**src/rtl/alu_control_pkg.sv**
```systemverilog
// Shared encodings for the ALU-control path, also used by the main control unit and the ALU.
package alu_control_pkg;

    localparam logic [1:0] ALUOP_MEM    = 2'b00;
    localparam logic [1:0] ALUOP_BRANCH = 2'b01;
    localparam logic [1:0] ALUOP_RTYPE  = 2'b10;
    localparam logic [1:0] ALUOP_ORI    = 2'b11;

    localparam logic [5:0] FUNCT_ADD  = 6'b100000;
    localparam logic [5:0] FUNCT_ADDU = 6'b100001;
    localparam logic [5:0] FUNCT_SUB  = 6'b100010;
    localparam logic [5:0] FUNCT_SUBU = 6'b100011;
    localparam logic [5:0] FUNCT_AND  = 6'b100100;
    localparam logic [5:0] FUNCT_OR   = 6'b100101;
    localparam logic [5:0] FUNCT_SLT  = 6'b101010;

    localparam logic [2:0] ALU_AND = 3'b000;
    localparam logic [2:0] ALU_OR  = 3'b001;
    localparam logic [2:0] ALU_ADD = 3'b010;
    localparam logic [2:0] ALU_SUB = 3'b110;
    localparam logic [2:0] ALU_SLT = 3'b111;

    typedef struct packed {
        logic [2:0] op;
        logic       illegal;
    } alu_ctl_t;

    localparam alu_ctl_t ALU_CTL_RESET = '{op: ALU_ADD, illegal: 1'b0};

endpackage

```
**src/rtl/alu_control_decode.sv**
```systemverilog
// Combinational ALUOp/funct decode; unsupported R-type functs fall back to ADD and raise illegal.
module alu_control_decode
    import alu_control_pkg::*;
(
    input  logic [5:0] funct,
    input  logic [1:0] alu_op,
    output alu_ctl_t   ctl
);

    always_comb begin
        ctl = '{op: ALU_ADD, illegal: 1'b0};
        case (alu_op)
            ALUOP_MEM:    ctl.op = ALU_ADD;
            ALUOP_BRANCH: ctl.op = ALU_SUB;
            ALUOP_ORI:    ctl.op = ALU_OR;
            ALUOP_RTYPE: begin
                case (funct)
                    FUNCT_ADD, FUNCT_ADDU: ctl.op = ALU_ADD;
                    FUNCT_SUB, FUNCT_SUBU: ctl.op = ALU_SUB;
                    FUNCT_AND:             ctl.op = ALU_AND;
                    FUNCT_OR:              ctl.op = ALU_OR;
                    FUNCT_SLT:             ctl.op = ALU_SLT;
                    default:               ctl = '{op: ALU_ADD, illegal: 1'b1};
                endcase
            end
            default: ctl = '{op: ALU_ADD, illegal: 1'b0};
        endcase
    end

endmodule

```
**src/rtl/alu_control.sv**
```systemverilog
// Registered ALU-control decoder: one-cycle latency from funct/ALUOp to saida/illegal.
module alu_control
    import alu_control_pkg::*;
(
    input  logic       clock,
    input  logic       reset,
    input  logic [5:0] funct,
    input  logic [1:0] ALUOp,
    output logic [2:0] saida,
    output logic       illegal
);

    alu_ctl_t ctl_d;
    alu_ctl_t ctl_q;

    alu_control_decode u_decode (
        .funct  (funct),
        .alu_op (ALUOp),
        .ctl    (ctl_d)
    );

    always_ff @(posedge clock) begin
        if (reset) ctl_q <= ALU_CTL_RESET;
        else       ctl_q <= ctl_d;
    end

    assign saida   = ctl_q.op;
    assign illegal = ctl_q.illegal;

endmodule

```
**config.mk**
```make
export PLATFORM = sky130hd
export DESIGN_NAME = alu_control
export DESIGN_NICKNAME = d
export VERILOG_FILES = /design/src/rtl/alu_control_pkg.sv /design/src/rtl/alu_control_decode.sv /design/src/rtl/alu_control.sv
export SDC_FILE = /design/constraint.sdc
export NUM_CORES = 1
export LEC_CHECK = 0
export ABC_AREA = 1
export ABC_CLOCK_PERIOD_IN_PS = 1700
export CAP_MARGIN = 5
export CORE_AREA = 2 2 39 41
export CTS_BUF_LIST = sky130_fd_sc_hd__clkbuf_4
export DETAILED_ROUTE_END_ITERATION = 8
export DIE_AREA = 0 0 41 43
export GPL_TIMING_DRIVEN = 0
export PLACE_DENSITY = 0.51
export REMOVE_ABC_BUFFERS = 1
export SYNTH_ARGS = -nofsm -noshare
export SYNTH_HDL_FRONTEND = slang
export SYNTH_SLANG_ARGS = --single-unit
```
**constraint.sdc**
```tcl
create_clock -name clock -period 1.7 [get_ports clock]
set_input_delay 0.34 -clock clock [delete_from_list [all_inputs] [get_ports clock]]
set_output_delay 0.34 -clock clock [all_outputs]
set_load 0.01 [all_outputs]
```
==> summary.md, run 1 <==
| Metric | Value |
|---|---|
| Result of the run | `completed` |
| Critical path cell sequence | `clkdlybuf4s50_1` |
| Combinational share of power | `20.6%` |
| Remaining DRCs | `0` |
| Final Routed Wirelength | `417 um` |
| CP endpoint kind | `output pin` |
| Switching Share | `21.8%` |
| Hold_buf cts | `0` |
| Flip-flop and latch count after synthesis | `4` |
| Average size of a mapped cell | `6.43 um2` |
| Initial Util | `16.7%` |
| DP HPWL | `369 um` |
| Leak | `0.197 nW` |
| Max-cap violations | `0` |
| Buf+Inv Stages, Crit Path | `1` |
| Final setup slack of the worst path | `0.315 ns` |
| N_diodes | `0` |
| Max-slew headroom | `89.4%` |
| Routed wirelength normalized by instance count | `6.13 um` |
| Count of endpoints failing setup in the final report | `0` |
| Int Power | `210 uW` |
| Max Slew Vio Count | `0` |
| Main combinational cell family by area after synthesis | `simple AND/OR/NAND/NOR gates` |
| Area share of fa/ha/maj cells after synthesis | `0%` |
| Post-route non-filler standard cell count | `68` |
| Vias in the first global route | `243` |
| Maximum buffer depth of the clock tree | `2` |
| Worst EP arrival | `1.05 ns` |
| Unrepaired setup endpoints after global routing | `false` |
| Cell count after placement | `65` |
| Worst hold start | `ALUOp[1]` |
| Layout Nets | `64` |
| GPL Wtd Cong | `0.748` |
| Port buffer count | `13` |
| Die outline area | `0.00176 mm2` |
| Maximum fanout along the worst path | `1` |
| Root Driver | `sky130_fd_sc_hd__clkbuf_4` |
| CTS H-Tree Depth | `1` |
| Yosys cell types | `11` |
| Cell area after technology mapping | `231 um2` |
| Share of the cycle needed by the critical path after routing | `81.5%` |
| Sw Pwr | `58.7 uW` |
| GRT Residual Overflow | `0` |
| Req. time, crit path | `1.36 ns` |
| Actual slew at the worst max-slew pin | `0.157 ns` |
| Setup crit start | `illegal$_SDFF_PP0_` |
| Part of the Yosys area used for sequential elements | `34.6%` |
| Proportion of synthesized area in mux cells | `0%` |
| TritonCTS clock tree | `built` |
| CTS resizes | `0` |
| Area growth from synthesis to layout | `74.6%` |
| Critical Path Start Type | `flip-flop` |
| Place WS | `0.330 ns` |
| Die span in y | `43 um` |
| Iteration-0 DRC count of the detailed router | `2` |
| Clock buffer count from CTS | `3` |
| Vias | `248` |
| Global-route usage over all layers | `7.32%` |
| Clk pin slew, worst setup/hold paths | `0.04 ns` |
| Post-Syn Instances | `36` |
| CP top delay family | `buffers and inverters` |
| Total number of placement rows | `14` |
| Number of antenna violations at the first check in global routing | `0` |
| Overall Power | `269 uW` |
| Layout cell share with drive strength beyond 1 | `15.4%` |
| Synthesized-area fraction occupied by and/or/nand/nor cells | `52.4%` |
| Global-route wire length before repair | `814 um` |
| Slowest stage cell on the critical path | `sky130_fd_sc_hd__clkdlybuf4s50_1` |
| Ys Warns | `0` |
| Horizontal die dimension | `41 um` |
| Largest net degree at the start of global routing | `6` |
| TritonCTS Sinks | `4` |
| Class of the worst hold path | `in2reg` |
| Critical Setup Path Class | `reg2out` |
| Area share of xor/xnor cells in the synthesized design | `0%` |
| Critical Path Max Stage Delay | `0.52 ns` |
| Share of total power in the clock network | `42.5%` |
| Detailed-router iteration count before antenna repair | `2` |
| Routed Antenna Nets | `0` |
| Share of total power in sequential cells | `36.9%` |
| Min Clock Period, post-route | `1.39 ns` |
| Buffers inserted during post-CTS setup optimization | `0` |
| Fin. Hold Viols | `0` |
| CORE AREA | `0.00138 mm2` |
| Highest ir drop seen on vdd | `0.101 mV` |
| Setup TNS | `0 ns` |
| Fraction of the mapped netlist area in compound gates | `0%` |
| Max Clock Freq | `722 MHz` |
| Power density of the placed cells | `665 mW/mm2` |
| Top-Level Pins | `14` |
| Via count normalized by instance count | `3.65` |
flip-flops by register name (all words and copies together), names as in the netlist:
signal and flops:
saida 3, illegal 1
routing by layer:
layer	up-vias	track usage, %	wire [um]
met2	10	10.6	222
met1	96	6.73	155
met4	0	10.0	15
met5	-	0	0
li1	140	-	-
met3	2	1.57	24
cell families after synthesis:
| family | Yosys count |
|---|---|
| flip-flops | 4 |
| buffers and inverters | 8 |
| AND/OR/NAND/NOR | 24 |
area by class of cell:
class,count,area [um2]
clock buffer,3,22.5
fill,162,980
timing repair buffer,13,130
multi-input combinational,24,121
tap,16,20.0
inverter,8,30.0
sequential,4,80.1
cell usage after synthesis:
library cell               count  area (um2)
sky130_fd_sc_hd__dfxtp_1       4        80.1
sky130_fd_sc_hd__inv_1         7        26.3
sky130_fd_sc_hd__inv_2         1        3.75
sky130_fd_sc_hd__nand2_1       9        33.8
sky130_fd_sc_hd__nand3_1       4        20.0
sky130_fd_sc_hd__nand3_2       1        10.0
sky130_fd_sc_hd__nand3b_1      1        7.51
sky130_fd_sc_hd__nor2_1        6        22.5
sky130_fd_sc_hd__nor2_2        1        6.26
sky130_fd_sc_hd__nor2_4        1        11.3
sky130_fd_sc_hd__nor3_2        1        10.0
power groups by stage:
stage,clock (mW),sequential (mW),combinational [mW]
after floorplan,0,0.103,0.0191
after global placement,0,0.101,0.0556
after detailed placement,0,0.101,0.0560
after CTS,0.122,0.0992,0.0561
after global routing,0.131,0.0994,0.0624
final,0.114,0.0993,0.0554
metrics by stage:
step	hold slack, ns	utilization (%)	area, um2
2_1_floorplan	0.450	-	231
3_3_place_gp	0.986	27.6	382
3_5_place_dp	0.994	27.6	382
4_1_cts	0.746	29.2	404
5_1_grt	0.761	29.2	404
6_report	0.746	29.2	404
final timing paths:
check,endpoint,slack (ns),cells after the start
worst max-delay path,illegal,0.31,1
worst min-delay path,saida[1]$_SDFF_PP1_,0.75,4
placed cells by master, fill, tap and decap left out:
master / instances
sky130_fd_sc_hd__nand3_2: 1
sky130_fd_sc_hd__clkdlybuf4s50_1: 13
sky130_fd_sc_hd__nor3_2: 1
sky130_fd_sc_hd__inv_1: 7
sky130_fd_sc_hd__nand2_1: 9
sky130_fd_sc_hd__nor2_1: 6
sky130_fd_sc_hd__nand3b_1: 1
sky130_fd_sc_hd__inv_2: 1
sky130_fd_sc_hd__clkbuf_4: 3
sky130_fd_sc_hd__dfxtp_1: 4
sky130_fd_sc_hd__nand3_1: 4
sky130_fd_sc_hd__nor2_4: 1
sky130_fd_sc_hd__nor2_2: 1
No activity file was read; power rests on OpenSTA's default activity.
==> run 2, diff against run 1 <==
- ABC_CLOCK_PERIOD_IN_PS: 1700 -> 1300
- clock period: 1.7 -> 1.3 ns (I/O delays scaled with it)
==> run 2 against run 1 <==
First-iteration DRC count stayed put. Largest cell class unchanged. Sequential share of layout area is 0.25 points higher. Critical path depth is 5 higher. Critical endpoint is now saida[1]$_SDFF_PP1_. Sequential power is 31% higher.
==> summary.md, run 2 (synthesis results as in run 1) <==
| Metric | Value |
|---|---|
| DP HPWL | `369 um` |
| Class of the worst hold path | `in2reg` |
| Worst hold path stage count | `4` |
| Maximum fanout along the worst path | `3` |
| CTS H-Tree Depth | `1` |
| Flip-flop and latch area | `80.1 um2` |
| Critical Setup Path Class | `in2reg` |
| Iteration-0 DRC count of the detailed router | `2` |
| Layout cell share with drive strength beyond 1 | `15.4%` |
| Die outline area | `0.00176 mm2` |
| Final hold slack | `0.666 ns` |
| Setup crit start | `funct[2]` |
| Initial Util | `16.7%` |
| CORE AREA | `0.00138 mm2` |
| Area growth from synthesis to layout | `72.4%` |
| Vias | `248` |
| Vias in the first global route | `243` |
| Max-slew headroom | `89.4%` |
| Final design area excluding fillers | `399 um2` |
| Number of flip-flops under the largest register name | `3` |
| Root Driver | `sky130_fd_sc_hd__clkbuf_4` |
| Place WS | `0.00993 ns` |
| Max Clock Freq | `958 MHz` |
| Layout Nets | `64` |
| Result of the run | `completed` |
| Remaining DRCs | `0` |
| Port buffer count | `13` |
| Max-cap violations | `0` |
| Routed wirelength normalized by instance count | `6.15 um` |
| Area taken by multi-input logic gates | `121 um2` |
| Highest ir drop seen on vdd | `0.130 mV` |
| Count of endpoints failing setup in the final report | `0` |
| Final core utilization | `28.8%` |
| Worst hold start | `ALUOp[1]` |
| Via count normalized by instance count | `3.65` |
| Maximum buffer depth of the clock tree | `2` |
| Req. time, crit path | `1.42 ns` |
| N_diodes | `0` |
| Total number of placement rows | `14` |
| Number of antenna violations at the first check in global routing | `0` |
| Global-route usage over all layers | `7.32%` |
| Die span in y | `43 um` |
| Leading cell types in the layout, fill and taps excluded | `sky130_fd_sc_hd__nand2_1, sky130_fd_sc_hd__clkdlybuf4s50_1, sky130_fd_sc_hd__inv_1, sky130_fd_sc_hd__nor2_1` |
| Leak | `0.208 nW` |
| Routed Antenna Nets | `0` |
| TritonCTS Sinks | `4` |
| Horizontal die dimension | `41 um` |
| Worst EP arrival | `1.17 ns` |
| Largest net degree at the start of global routing | `6` |
| CP endpoint kind | `flip-flop` |
| Post-detailed-placement cell area | `382 um2` |
| Max Slew Vio Count | `0` |
| Global-route wire length before repair | `814 um` |
| Final setup slack of the worst path | `0.256 ns` |
| Clk pin slew, worst setup/hold paths | `0.04 ns` |
| TritonCTS clock tree | `built` |
| Min Clock Period, post-route | `1.04 ns` |
| Setup TNS | `0 ns` |
| Hold_buf cts | `0` |
| Fin. Hold Viols | `0` |
| Top-Level Pins | `14` |
| Unrepaired setup endpoints after global routing | `false` |
| GPL Wtd Cong | `0.748` |
| Share of the cycle needed by the critical path after routing | `80.3%` |
| Final Routed Wirelength | `418 um` |
| Detailed-router iteration count before antenna repair | `2` |
| Fillcell total | `159` |
| Worst setup endpoint | `saida[1]$_SDFF_PP1_` |
| Actual slew at the worst max-slew pin | `0.157 ns` |
| GRT Residual Overflow | `0` |
| Critical Path Start Type | `primary input` |
| Clock buffer count from CTS | `3` |
| Power density of the placed cells | `871 mW/mm2` |
[run 2: area by class of cell]
class	instances	area share [%]
inverters	8	7.52
repair buffers	13	31.3
well taps	16	5.02
multi-input cells	24	30.4
flip-flops and latches	4	20.1
clock buffers	3	5.64
[run 2: what timing repair did]
| item | in CTS | in global routing |
|---|---|---|
| gates resized for setup | 4 | 0 |
| buffers inserted | 0 | 0 |
| setup endpoints to repair | 4 | 0 |
[run 2: how the worst min path moves through the flow]
stage	end	slack, ns
floorplan	saida[1]$_SDFF_PP1_	0.37
global placement	saida[1]$_SDFF_PP1_	0.91
detailed placement	saida[1]$_SDFF_PP1_	0.91
CTS	saida[2]$_SDFF_PP0_	0.67
global route	saida[2]$_SDFF_PP0_	0.68
finish	saida[1]$_SDFF_PP1_	0.67
[run 2: worst max-delay path: stages]
cell,delay (ns)
sky130_fd_sc_hd__clkdlybuf4s50_1,0.49
sky130_fd_sc_hd__inv_1,0.05
sky130_fd_sc_hd__nor2_1,0.13
sky130_fd_sc_hd__nand3_1,0.12
sky130_fd_sc_hd__nand2_1,0.07
sky130_fd_sc_hd__nand2_1,0.04
[run 2: power breakdown]
group,leakage (nW),switching [mW],total [mW],internal [mW]
Sequential,0.0329,0.000814,0.130,0.129
Clock,0.0138,0.0464,0.149,0.103
Combinational,0.161,0.0294,0.0687,0.0394
Total,0.208,0.0766,0.348,0.271
[run 2: per-stage QoR]
stage	power (mW)	instances
after global routing	0.379	68
after CTS	0.358	68
after floorplan	0.160	36
after global placement	0.204	65
final	0.348	68
after detailed placement	0.205	65
[run 2: layer usage]
| layer | wire [um] | vias to the layer above | global-route usage (%) |
|---|---|---|---|
| li1 | - | 140 | - |
| met1 | 154 | 96 | 6.73 |
| met2 | 222 | 10 | 10.6 |
| met3 | 26 | 2 | 1.57 |
| met4 | 15 | 0 | 10.0 |
| met5 | 0 | - | 0 |
